===== src/rtl/irq_pkg.sv =====
// irq_pkg: shared constants, RZ-level to RM-bit group table and FSM state
// type for the irq_rz interrupt request unit.
package irq_pkg;

    localparam int NIRQ_DEF = 32;
    localparam int NRM_DEF  = 10;

    // Vector returned when an acknowledge finds no unmasked request
    localparam logic [4:0] VEC_SPUR = 5'd31;

    typedef enum logic [1:0] {
        IDLE,
        GRANT,
        HOLD
    } irq_state_e;

    // RM bit that enables RZ level k
    function automatic int grp(input int k);
        if (k < 2)       return 0;
        else if (k == 2) return 1;
        else if (k == 3) return 2;
        else if (k < 12) return 3 + ((k - 4) >> 1);
        else if (k < 20) return 7;
        else if (k < 28) return 8;
        else             return 9;
    endfunction

endpackage


===== src/rtl/irq_prio.sv =====
// irq_prio: combinational lowest-index priority encoder over the pending
// vector; level 0 has the highest priority. any flags a non-empty input.
module irq_prio #(
    parameter int N = 32
) (
    input  logic [N-1:0] req,
    output logic [4:0]   idx,
    output logic         any
);

    // Scan from the top down so the lowest set index is the last one written
    always_comb begin
        idx = '0;
        any = |req;
        for (int i = N - 1; i >= 0; i--) begin
            if (req[i]) idx = 5'(i);
        end
    end

endmodule


===== src/rtl/irq_rz.sv =====
// irq_rz: interrupt request unit, responder side of the irq/przerw handshake.
// Holds the RZ request and RM mask registers, drives a registered irq, and on
// a rising ack returns the winning level (or the spurious vector) while
// clearing the granted RZ bit.
// Optional feature: define IRQ_SOFT_EN to let w_rz/rz_d load RZ directly.
module irq_rz
    import irq_pkg::*;
#(
    parameter int NIRQ = NIRQ_DEF,
    parameter int NRM  = NRM_DEF
) (
    input  logic            clk,
    input  logic            clm,
    input  logic [NIRQ-1:0] src,
    input  logic            w_rm,
    input  logic [NRM-1:0]  rm_d,
    input  logic            ack,
    input  logic            w_rz,
    input  logic [NIRQ-1:0] rz_d,
    output logic            irq,
    output logic [4:0]      vec,
    output logic            vld,
    output logic            spur,
    output logic [NIRQ-1:0] rz_q,
    output logic [NRM-1:0]  rm_q
);

    localparam int RMW = (NRM > 1) ? $clog2(NRM) : 1;

    // rz_d/rm_d are bus data ports, so the register next-values use _next
    logic [NIRQ-1:0] rz_next;
    logic [NRM-1:0]  rm_next;
    logic [NIRQ-1:0] en;
    logic [NIRQ-1:0] pend;
    logic [NIRQ-1:0] clr;
    logic [4:0]      win;
    logic            pend_any;
    logic            ack_edge;

    irq_state_e      state_q, state_d;
    logic [4:0]      vec_q, vec_d;
    logic            vld_q, vld_d;
    logic            spur_q, spur_d;
    logic            irq_q, irq_d;
    logic            ack_q, ack_d;

    // Expand the RM group bits into a per-level enable
    always_comb begin
        en = '0;
        for (int k = 0; k < NIRQ; k++) begin
            en[k] = rm_q[RMW'(grp(k))];
        end
    end

    assign pend = rz_q & en;

    irq_prio #(.N(NIRQ)) u_prio (
        .req (pend),
        .idx (win),
        .any (pend_any)
    );

    // Handshake FSM next state: grant on a rising ack, hold until ack drops
    always_comb begin
        ack_edge = ack & ~ack_q;
        state_d  = state_q;
        vec_d    = vec_q;
        vld_d    = vld_q;
        spur_d   = spur_q;
        clr      = '0;
        case (state_q)
            IDLE: begin
                if (ack_edge) begin
                    vld_d   = 1'b1;
                    state_d = GRANT;
                    if (pend_any) begin
                        vec_d  = win;
                        spur_d = 1'b0;
                        clr    = NIRQ'(1) << win;
                    end else begin
                        vec_d  = VEC_SPUR;
                        spur_d = 1'b1;
                    end
                end
            end
            GRANT: state_d = HOLD;
            HOLD: begin
                if (!ack) begin
                    vld_d   = 1'b0;
                    spur_d  = 1'b0;
                    state_d = IDLE;
                end
            end
            default: state_d = IDLE;
        endcase
    end

    // RZ/RM next values; a source set always beats a grant clear
    always_comb begin
        rz_next = (rz_q & ~clr) | src;
`ifdef IRQ_SOFT_EN
        if (w_rz) rz_next = rz_d | src;
`endif
        rm_next = w_rm ? rm_d : rm_q;
        irq_d   = pend_any;
        ack_d   = ack;
    end

`ifndef IRQ_SOFT_EN
    logic unused_soft;
    assign unused_soft = w_rz ^ (^rz_d);
`endif

    // State registers; ack history keeps tracking during clm so a held ack
    // across reset release is not mistaken for a new edge
    always_ff @(posedge clk) begin
        ack_q <= ack_d;
        if (clm) begin
            state_q <= IDLE;
            vec_q   <= '0;
            vld_q   <= 1'b0;
            spur_q  <= 1'b0;
            irq_q   <= 1'b0;
            rz_q    <= '0;
            rm_q    <= '0;
        end else begin
            state_q <= state_d;
            vec_q   <= vec_d;
            vld_q   <= vld_d;
            spur_q  <= spur_d;
            irq_q   <= irq_d;
            rz_q    <= rz_next;
            rm_q    <= rm_next;
        end
    end

    assign irq  = irq_q;
    assign vec  = vec_q;
    assign vld  = vld_q;
    assign spur = spur_q;

endmodule


===== config.mk =====
export PLATFORM = sky130hd
export DESIGN_NAME = irq_rz
export DESIGN_NICKNAME = d
export VERILOG_FILES = /design/src/rtl/irq_pkg.sv /design/src/rtl/irq_prio.sv /design/src/rtl/irq_rz.sv
export SDC_FILE = /design/constraint.sdc
export NUM_CORES = 1
export LEC_CHECK = 0
export CAP_MARGIN = 20
export CORE_MARGIN = 3
export CORE_UTILIZATION = 42
export CTS_BUF_LIST = sky130_fd_sc_hd__clkbuf_8
export CTS_CLUSTER_DIAMETER = 60
export CTS_CLUSTER_SIZE = 25
export DETAILED_ROUTE_END_ITERATION = 10
export HOLD_SLACK_MARGIN = 0.15
export PLACE_DENSITY = 0.87
export SLEW_MARGIN = 10
export SYNTH_ARGS = -nofsm -noshare
export SYNTH_HDL_FRONTEND = slang
export SYNTH_SLANG_ARGS = --single-unit

===== constraint.sdc =====
create_clock -name clk -period 2.8 [get_ports clk]
set_input_delay 0.56 -clock clk [delete_from_list [all_inputs] [get_ports clk]]
set_output_delay 0.56 -clock clk [all_outputs]
set_load 0.005 [all_outputs]

* After elaboration in Yosys (flattened, before gate mapping) *
Cells that the tools add are included.

word-level totals
  register bits = 53
  output and inout port bits = 50
  logic and storage cells = 70

operators by class
  equal/unequal tests = 4
  shifts and indexed selects = 1
  multiplexer cells = 45
  bitwise operators = 6
  reductions and logical operators = 6

operators with widths
  cell                                                 number
  two-way mux 5 bit                                    33
  two-way mux 32 bit                                   3
  bitwise AND 32 bit                                   2
  inverter 32 bit                                      1
  bitwise OR 32 bit                                    1
  OR reduction 32 bit                                  1
  left shift 1 x 5 -> 32 bit, first input constant     1
  case mux 2 bit (3 select lines)                      1
  two-way mux 1 bit                                    4
  two-way mux 2 bit                                    2
  inequality test 2 bit, second input constant         2
  case mux 1 bit (2 select lines)                      2
  AND reduction 2 bit                                  2
  AND reduction 3 bit                                  1
  equality test 2 x 1 -> 1 bit, second input constant  1
  equality test 2 bit, second input constant           1
  logical NOT 2 bit                                    1
  nonzero test 2 bit                                   1
  bitwise AND 1 bit                                    1
  inverter 1 bit                                       1

* Longest topological paths before layout *
Gate-level depths: netlist of run 1.

  word-level depth = 40
  depth in mapped cells = 6
  mapped depth without buffers = 5

* Hierarchy *
From an unflattened synthesis of run 1, not the netlist that was laid out.

unflattened totals
  cells, all modules = 318
  area total of the unflattened synthesis = 2627.5 um2

modules (own cells, without submodules)
  module    times used  cells each  area an instance (um2)  seq. area each (um2)
  irq_rz    1           253         2242.2                  1061.0
  irq_prio  1           65          385.4                   0.0

* Worst setup path before layout of run 1 *
Ideal clock, no wire load.

  kind = input port to flip-flop
  start point = in ack
  end point = reg rz_q[16]
  library setup time = 142 ps
  arrival = 1796 ps
  required time = 2658 ps
  setup slack = 861 ps
  cell stages on the path = 5
  path buffers = 1
  path through = or4b_4 -> buf_6 -> or4_4 -> nor2_1 -> a311oi_1

between the ends
  longest elaborated chain between the ends = 6

ends and longest elaborated chain
  what                  RTL line       source
  start, declared       irq_rz.sv:17   input logic ack,
  bitwise AND 1 bit     irq_rz.sv:65   ack_edge = ack & ~ack_q;
  two-way mux 32 bit    irq_rz.sv:73   if (ack_edge) begin
  two-way mux 32 bit    irq_rz.sv:71   case (state_q)
  inverter 32 bit       irq_rz.sv:100  rz_next = (rz_q & ~clr) | src;
  bitwise AND 32 bit    irq_rz.sv:100
  bitwise OR 32 bit     irq_rz.sv:100
  end signal, assigned  irq_rz.sv:132  rz_q <= rz_next;
  end, declared         irq_rz.sv:24   output logic [NIRQ-1:0] rz_q,

Every way passes these cells.
A chain may end at the register's enable or synchronous reset.

* Worst setup path after layout of run 1 *
  start point = in ack
  end point = reg rz_q[18]

The elaborated chain is that of the path after synthesis.

==> flow_summary.toml, run 1 <==
[pwr]
pwr-share-seq = 0.527
power_frac_comb = 0.227
powerDensity_nw_per_um2 = 493
clkPwrFrac = 0.245
p_int_mw = 1.18
p_switching_mw = 0.452
sw_frac_of_total = 0.277
p_leak_nw = 1.26
ir_worst_vdd_mv = 0.377

[critical_path]
worstSetupPathType = "in2reg"
path_buf_inv = 1
crit_required_ns = 2.94
worstPathArrival_ns = 2.43
slowest_delay_ns = 0.54
cp_cell_sequence = "clkdlybuf4s50_1 -> or4b_4 -> or4_4 -> nor2_1 -> a311oi_1"
critical-path-slowest-cell = "clkdlybuf4s50_1"
cp-start-kind = "input port"
cpLargestDelayFamily = "simple AND/OR/NAND/NOR gates"
setup.worst_path.end_class = "register"
worstPathMaxFanout = 7

[grt]
grt_pass1_wl_um = 10400
grt_start_max_net_pins = 53
grt_pass1_vias = 2201
grt_usage = 0.209
overflow = 0
antenna_found_initial = 0

[route]
ant_nets = 0
via_per_inst = 5.52
drt_iter0_drc = 156
vias = 2301
drc = 0
firstDrtPassIters = 5
wl_per_cell_um = 15.4
routed_wl_um = 6420

[yosys]
synth_edf_count = 0
syn_avg_cell_area_sq_um = 8.67
synth_fp_nets = 337
synth_area_sq_um = 2240
syn_inst = 258
synthFlopType = "dfxtp_1"
yosysUniqueCellTypes = 42
synth_seq_cells = 53
async_flop_share = 0
synth-seq-area-share = 0.474
yosysWarnings = 0

[sta]
rsz0062_at_grt = "no"
relSlewSlack = 0.361
hold_ws_ns = 0.472
clock.fmax_mhz = 437
worstMarginPinSlew_ns = 0.952
drv_slew = 0
period_minus_slack_ns = 2.29
hold_violations = 0
finClkSkew_ns = 0.0110
tns_ns = 0
setup_violations = 0
fin_crit_sh = 0.818

[die]
start_util = 0.453
num_rows = 25
fp.coreArea_sq_um = 4940
die_area_sq_um = 6240
pin_count = 129
die_w_um = 79.0
die_y_um = 79.0

[worst_hold_path]
min_path_type = "reg2reg"

[placed_design]
gp_congestion = 0.864
dp_hpwl_um = 4830
io_buffers = 95

[clock_network]
cts-buffers-inserted = 5
clk_latency_ns = 0.31
cts_tree = "yes"
post_cts_buffers = 0
clk_path_buf_depth = 2
cts.sinks = 53
clockRootBuffer = "clkbuf_8"
clk_pin_slew_worst_paths_ns = 0.09
hold_buffers = 0
ctsResizeCount = 0
h-tree-depth = 2

[run_status]
status = "finished clean"

[run]
cap_violations = 0

[cells_and_area]
layout-drive-gt1-share = 0.0457
nets = 430
fin_util = 0.668
area_delta_synth_final_pct = 47.7
diodes = 0
[synth_stat cells (3+ instances only)]
cell	number	share of area
nand3b_1	3	0.010
o21ai_0	6	0.013
mux2i_1	11	0.049
nand2_1	11	0.018
a21oi_1	5	0.011
nor3_1	3	0.0067
a22oi_1	3	0.010
o21a_1	5	0.017
clkbuf_1	9	0.015
nor2_1	84	0.14
dfxtp_1	53	0.47
a311oi_1	20	0.078
inv_1	5	0.0084
nand3_1	3	0.0067
[per-layer routing]
| layer | vias to the layer above | wire length, um | share of wire | track usage |
|---|---|---|---|---|
| li1 | 1123 | - | - | - |
| met1 | 1074 | 2660 | 0.41 | 0.256 |
| met2 | 93 | 3120 | 0.49 | 0.347 |
| met3 | 11 | 524 | 0.082 | 0.0726 |
| met4 | 0 | 112 | 0.017 | 0.0601 |
| met5 | - | 0 | 0 | 0 |
[sequential cells by signal, indices dropped and copies added (netlist names)]
register and flops:
rm_q 10, ack_q 1, state_q 2, vld 1, spur 1, rz_q 32, vec 5, irq 1
[power groups by stage]
stage                     clock [mW]  combinational (mW)  sequential, mW
after global routing           0.444               0.404           0.869
final                          0.400               0.371           0.859
after floorplan                    0               0.158           0.871
after global placement             0               0.362           0.873
after CTS                      0.414               0.372           0.859
after detailed placement           0               0.370           0.876
[layout make-up]
type                    count  area [sq um]
flip-flops and latches     53          1060
inverters                   5          18.8
clock inverters             1          5.00
well taps                  67          83.8
multi-input cells         190          1110
repair buffers             96           953
clock buffers               5          68.8
fillers                   440          1640
[cell usage in the layout, fill, tap and decap left out, drive strengths merged, types with 3 or more instances in the layout]
| master | instances |
|---|---|
| clkbuf | 5 |
| a22oi | 3 |
| a311oi | 20 |
| nand3 | 3 |
| dfxtp | 53 |
| o21a | 5 |
| clkdlybuf4s50 | 94 |
| nand3b | 3 |
| nor3 | 5 |
| a21oi | 5 |
| nor2 | 84 |
| inv | 5 |
| o21ai | 8 |
| mux2i | 11 |
| nand2 | 11 |
| a211oi | 3 |
[stage by stage]
step / worst slack [ns] / std cells / instance area [sq um] / total power, mW
2_1_floorplan: 0.861 / 258 / 2240 / 1.03
3_3_place_gp: 0.276 / 411 / 3230 / 1.23
3_5_place_dp: 0.217 / 411 / 3230 / 1.25
4_1_cts: 0.505 / 417 / 3300 / 1.64
5_1_grt: 0.446 / 417 / 3300 / 1.72
6_report: 0.510 / 417 / 3300 / 1.63
[path summary, 6_finish.rpt]
| kind | startpoint | slack, ns | cells past startpoint | to |
|---|---|---|---|---|
| hold reg to reg | rz_q[24] | 0.47 | 2 | rz_q[24] |
| hold / removal | rz_q[24] | 0.47 | 2 | rz_q[24] |
| setup / recovery | ack | 0.51 | 5 | rz_q[18] |
| setup reg to reg | rz_q[15] | 0.72 | 5 | rz_q[18] |
[worst register-to-register path, stage by stage (launching register included)]
cell,delay (ns)
dfxtp_1,0.37
o41ai_1,0.42
nand3_1,0.27
or4_4,0.60
nor2_1,0.15
a311oi_1,0.11
[cells by family (layout without fill, tap and decap cells)]
family                 Yosys count  in the layout  synth area share
buffers and inverters           15            107            0.0285
AO/OA/AOI/OAI                   59             59             0.204
flip-flops                      53             53             0.474
AND/OR/NAND/NOR                119            119             0.239
multiplexers                    12             12            0.0543
No activity file was read; power rests on OpenSTA's default activity.
==> inputs of run 2 (changes only) <==
--- a/config.mk
+++ b/config.mk
@@ -7,13 +7,13 @@
 export LEC_CHECK = 0
 export CAP_MARGIN = 20
 export CORE_MARGIN = 3
-export CORE_UTILIZATION = 42
+export CORE_UTILIZATION = 35
 export CTS_BUF_LIST = sky130_fd_sc_hd__clkbuf_8
 export CTS_CLUSTER_DIAMETER = 60
 export CTS_CLUSTER_SIZE = 25
 export DETAILED_ROUTE_END_ITERATION = 10
 export HOLD_SLACK_MARGIN = 0.15
-export PLACE_DENSITY = 0.87
+export PLACE_DENSITY = 0.77
 export SLEW_MARGIN = 10
 export SYNTH_ARGS = -nofsm -noshare
 export SYNTH_HDL_FRONTEND = slang
==> constraint.sdc (replaced) <==
create_clock -name clk -period 1.89 [get_ports clk]
set_input_delay 0.378 -clock clk [delete_from_list [all_inputs] [get_ports clk]]
set_output_delay 0.378 -clock clk [all_outputs]
set_load 0.005 [all_outputs]
==> flow_summary.toml, run 2 (same netlist as run 1, synthesis figures left out) <==
[critical_path]
worstSetupPathType = "reg2reg"
slowest_delay_ns = 0.57
setup.worst_path.end_class = "register"
cp-start-kind = "register"
worstPathArrival_ns = 2.07
cp_cell_sequence = "or4b_4 -> nor3_4 -> nand4b_1 -> nor3_2 -> a311oi_1"
critical-path-slowest-cell = "or4b_4"
worstPathMaxFanout = 4
crit_required_ns = 2.08

[clock_network]
clk_pin_slew_worst_paths_ns = 0.09
cts_tree = "yes"
cts.sinks = 53
clockRootBuffer = "clkbuf_8"
clk_path_buf_depth = 2
clk_latency_ns = 0.31
hold_buffers = 0
cts-buffers-inserted = 5
h-tree-depth = 2

[cells_and_area]
final_common_cell = "clkdlybuf4s50_1"
nets = 469
area_delta_synth_final_pct = 65.3
layout-drive-gt1-share = 0.169
fillers = 548
fin_area_sq_um = 3700
largest_reg_flops = 32
largest_register = "rz_q"
fin_util = 0.610
diodes = 0
layout_common_cells = "93 x clkdlybuf4s50_1, 84 x nor2_1, 51 x dfxtp_1"

[route]
vias = 2411
via_per_inst = 5.18
routed_wl_um = 6950
ant_nets = 0
firstDrtPassIters = 4
drc = 0
drt_iter0_drc = 133
wl_per_cell_um = 14.9

[placed_design]
gp_congestion = 0.886
dp_hpwl_um = 5310
io_buffers = 95
place_area_sq_um = 3530

[grt]
overflow = 0
antenna_found_initial = 0
grt_pass1_wl_um = 11200
grt_usage = 0.189
grt_start_max_net_pins = 25
grt_pass1_vias = 2412

[sta]
period_minus_slack_ns = 1.88
relSlewSlack = 0.694
clock.fmax_mhz = 533
fin_crit_sh = 0.993
setup_violations = 0
finClkSkew_ns = 0.00378
drv_slew = 0
hold_violations = 0
worstMarginPinSlew_ns = 0.459
hold_ws_ns = 0.341

[die]
die_y_um = 86.0
die_w_um = 86.0
start_util = 0.369
fp.coreArea_sq_um = 6060
num_rows = 28
die_area_sq_um = 7390
pin_count = 129

[pwr]
powerDensity_nw_per_um2 = 710
ir_worst_vdd_mv = 0.408
p_leak_nw = 1.48
total_power_mw = 2.63

[run]
cap_violations = 0

[run_status]
status = "finished clean"

[worst_hold_path]
min_path_type = "in2reg"
-- run 2: worst max-delay path: cells and delay by family (launching register included) --
family          cells  cell delay (ns)
compound gates      1             0.12
simple gates        4             1.27
flops               1             0.35
-- run 2: cell type report --
cell class	count	area, sq um	area share
multi-input cells	190	1180	0.320
clock inverters	1	7.51	0.00203
inverters	5	18.8	0.00508
flip-flops and latches	53	1060	0.288
well taps	75	93.8	0.0254
clock buffers	6	82.6	0.0223
repair buffers	135	1250	0.338
-- run 2: timing repair --
item                                    in CTS  in global routing
hold endpoints to repair                     0                  0
pin swaps                                    0                  7
endpoints found under the setup margin       6                 21
resized for setup                            2                 15
buffers inserted                             0                  0
-- run 2: power breakdown --
| group | internal, mW | total (mW) | switching (mW) |
|---|---|---|---|
| clock network | 0.290 | 0.662 | 0.372 |
| logic | 0.409 | 0.706 | 0.297 |
| registers | 1.20 | 1.26 | 0.0623 |
| total | 1.90 | 2.63 | 0.731 |
-- run 2: path summary, 6_finish.rpt --
| kind | slack (ns) | end | cells after the start | startpoint |
|---|---|---|---|---|
| worst min-delay path | 0.34 | ack_q | 2 | ack |
| worst max register to register | 0.01 | rz_q[14] | 5 | state_q[0] |
| worst min register to register | 0.47 | vec[4] | 2 | vec[4] |
| worst max-delay path | 0.01 | rz_q[14] | 5 | state_q[0] |
-- run 2: per-layer routing --
layer / GRT usage / up-vias / share of wire
met5: 0 / - / 0
met4: 0.0504 / 0 / 0.013
met3: 0.0528 / 9 / 0.078
met2: 0.335 / 92 / 0.50
met1: 0.222 / 1115 / 0.41
li1: - / 1195 / -
-- run 2: through the flow --
stage               std cells  setup TNS, ns  setup slack (ns)
finish                    465              0            0.0124
CTS                       465              0            0.0124
detailed placement        458          -4.43            -0.364
global route              465        -0.0494           -0.0278
floorplan                 258              0             0.104
global placement          458          -3.91            -0.327
==> inputs of run 3 (changes only) <==
--- a/config.mk
+++ b/config.mk
@@ -12,6 +12,7 @@
 export CTS_CLUSTER_DIAMETER = 60
 export CTS_CLUSTER_SIZE = 25
 export DETAILED_ROUTE_END_ITERATION = 10
+export GPL_TIMING_DRIVEN = 0
 export HOLD_SLACK_MARGIN = 0.15
 export PLACE_DENSITY = 0.77
 export SLEW_MARGIN = 10
==> flow_summary.toml, run 3 (same netlist as run 1, synthesis figures left out) <==
[pwr]
p_leak_nw = 1.35
clkPwrFrac = 0.300
p_switching_mw = 0.738
powerDensity_nw_per_um2 = 761
power_frac_comb = 0.226
total_power_mw = 2.71
sw_frac_of_total = 0.273
ir_worst_vdd_mv = 0.611
pwr-share-seq = 0.473
p_int_mw = 1.97

[worst_hold_path]
hp-start = "clm"
hold_end = "vec[3]"
min_path_type = "in2reg"
holdPathStages = 2

[sta]
rsz0062_at_grt = "yes"
setup_violations = 0
clock.fmax_mhz = 543
finClkSkew_ns = 0.00840
worstMarginPinSlew_ns = 0.693
period_minus_slack_ns = 1.84
relSlewSlack = 0.538
fin_crit_sh = 0.974
drv_slew = 0
hold_violations = 0

[cells_and_area]
largest_reg_flops = 32
fillers = 547
largest_register = "rz_q"
layout_common_cells = "92 x clkdlybuf4s50_1, 81 x nor2_1, 48 x dfxtp_1"
nets = 443
area_delta_synth_final_pct = 58.9
fin_area_sq_um = 3560
layout-drive-gt1-share = 0.126
diodes = 0
final_common_cell = "clkdlybuf4s50_1"

[critical_path]
cp-start-kind = "register"
critical-path-slowest-cell = "or4b_4"
worstPathArrival_ns = 2.03
setup.worst_path.end_class = "register"
worstPathMaxFanout = 7
cp_cell_sequence = "or4b_4 -> or4_4 -> nor2_1 -> a311oi_1"
r2r-end = "rz_q[19]"
reg2reg_depth = 4
r2r-start = "state_q[1]"
worstSetupPathType = "reg2reg"
crit_required_ns = 2.08
r2r_setup_slack_ns = 0.05
slowest_delay_ns = 0.59

[die]
die_w_um = 86.0
die_y_um = 86.0
start_util = 0.369
num_rows = 28
die_area_sq_um = 7390
fp.coreArea_sq_um = 6060
pin_count = 129

[route]
firstDrtPassIters = 4
drc = 0
ant_nets = 0
routed_wl_um = 6740
via_per_inst = 5.31
drt_iter0_drc = 170
vias = 2338
wl_per_cell_um = 15.3

[placed_design]
dp_hpwl_um = 5030
place_area_sq_um = 3260
io_buffers = 93
gp_congestion = 0.862

[clock_network]
clk_latency_ns = 0.31
cts-buffers-inserted = 5
cts.sinks = 53
clockRootBuffer = "clkbuf_8"
clk_path_buf_depth = 2
h-tree-depth = 2
hold_buffers = 0
clk_pin_slew_worst_paths_ns = 0.10
cts_tree = "yes"

[grt]
grt_pass1_vias = 2243
antenna_found_initial = 0
grt_pass1_wl_um = 10800
overflow = 0
grt_start_max_net_pins = 17
grt_usage = 0.182

[run]
cap_violations = 0

[run_status]
status = "finished clean"
-- run 3: cell count changes in the layout (fill, tap and decap cells not counted), sizes merged --
| cell | change |
|---|---|
| buf | -33 |
| bufinv | +1 |
| clkbuf | +8 |
| clkdlybuf4s50 | -1 |
| dlygate4sd2 | +1 |
| dlymetal6s2s | -1 |
-- run 3: through the flow --
stage / util / worst slack [ns] / instances / setup TNS (ns) / hold slack (ns)
CTS: 0.569 / 0.00140 / 438 / 0 / 0.379
global route: 0.587 / -0.0567 / 440 / -0.287 / 0.401
floorplan: - / 0.104 / 258 / 0 / 0.406
detailed placement: 0.538 / -0.546 / 426 / -9.55 / 0.452
global placement: 0.538 / -0.497 / 426 / -8.44 / 0.447
finish: 0.587 / 0.0484 / 440 / 0 / 0.389
-- run 3: worst max-delay path by stage --
stage	from	slack, ns	cells after the start	to
2_1_floorplan	state_q[0]	0.10	5	rz_q[16]
3_5_place_dp	ack	-0.55	7	rz_q[14]
5_1_grt	rz_q[19]	-0.06	5	rz_q[10]
6_report	state_q[1]	0.05	4	rz_q[19]
3_3_place_gp	ack	-0.50	6	rz_q[18]
4_1_cts	state_q[1]	0.001	5	rz_q[17]
-- run 3: area by class of cell --
class,count,area [sq um],area share
sequential,53,1070,0.302
timing repair buffer,101,990,0.278
multi-input combinational,190,1230,0.345
tap,75,93.8,0.0264
inverter,5,18.8,0.00528
clock buffer,6,82.6,0.0232
clock inverter,2,37.5,0.0106
buffer,8,33.8,0.00950
-- run 3: power by group through the flow --
stage | sequential, mW | clock (mW) | combinational (mW)
after floorplan | 1.29 | 0 | 0.234
final | 1.28 | 0.813 | 0.613
after global placement | 1.29 | 0 | 0.545
after CTS | 1.28 | 0.833 | 0.582
after global routing | 1.29 | 0.882 | 0.674
after detailed placement | 1.30 | 0 | 0.554
-- run 3: critical path: cells and delay by family (launching register included) --
family	cells	cell delay, ns
simple gates	3	1.27
compound gates	1	0.09
flops	1	0.37
-- run 3: repair_timing --
item / CTS / global route
setup endpoints to repair: 23 / 24
pin swaps: 4 / 7
setup buffers: 5 / 3
resized for setup: 12 / 26
-- run 3: routing by layer --
metal	track usage	vias up	routed length, um
met3	0.0596	14	610
met4	0.0633	0	127
li1	-	1149	-
met2	0.294	78	3270
met5	0	-	0
met1	0.228	1097	2730
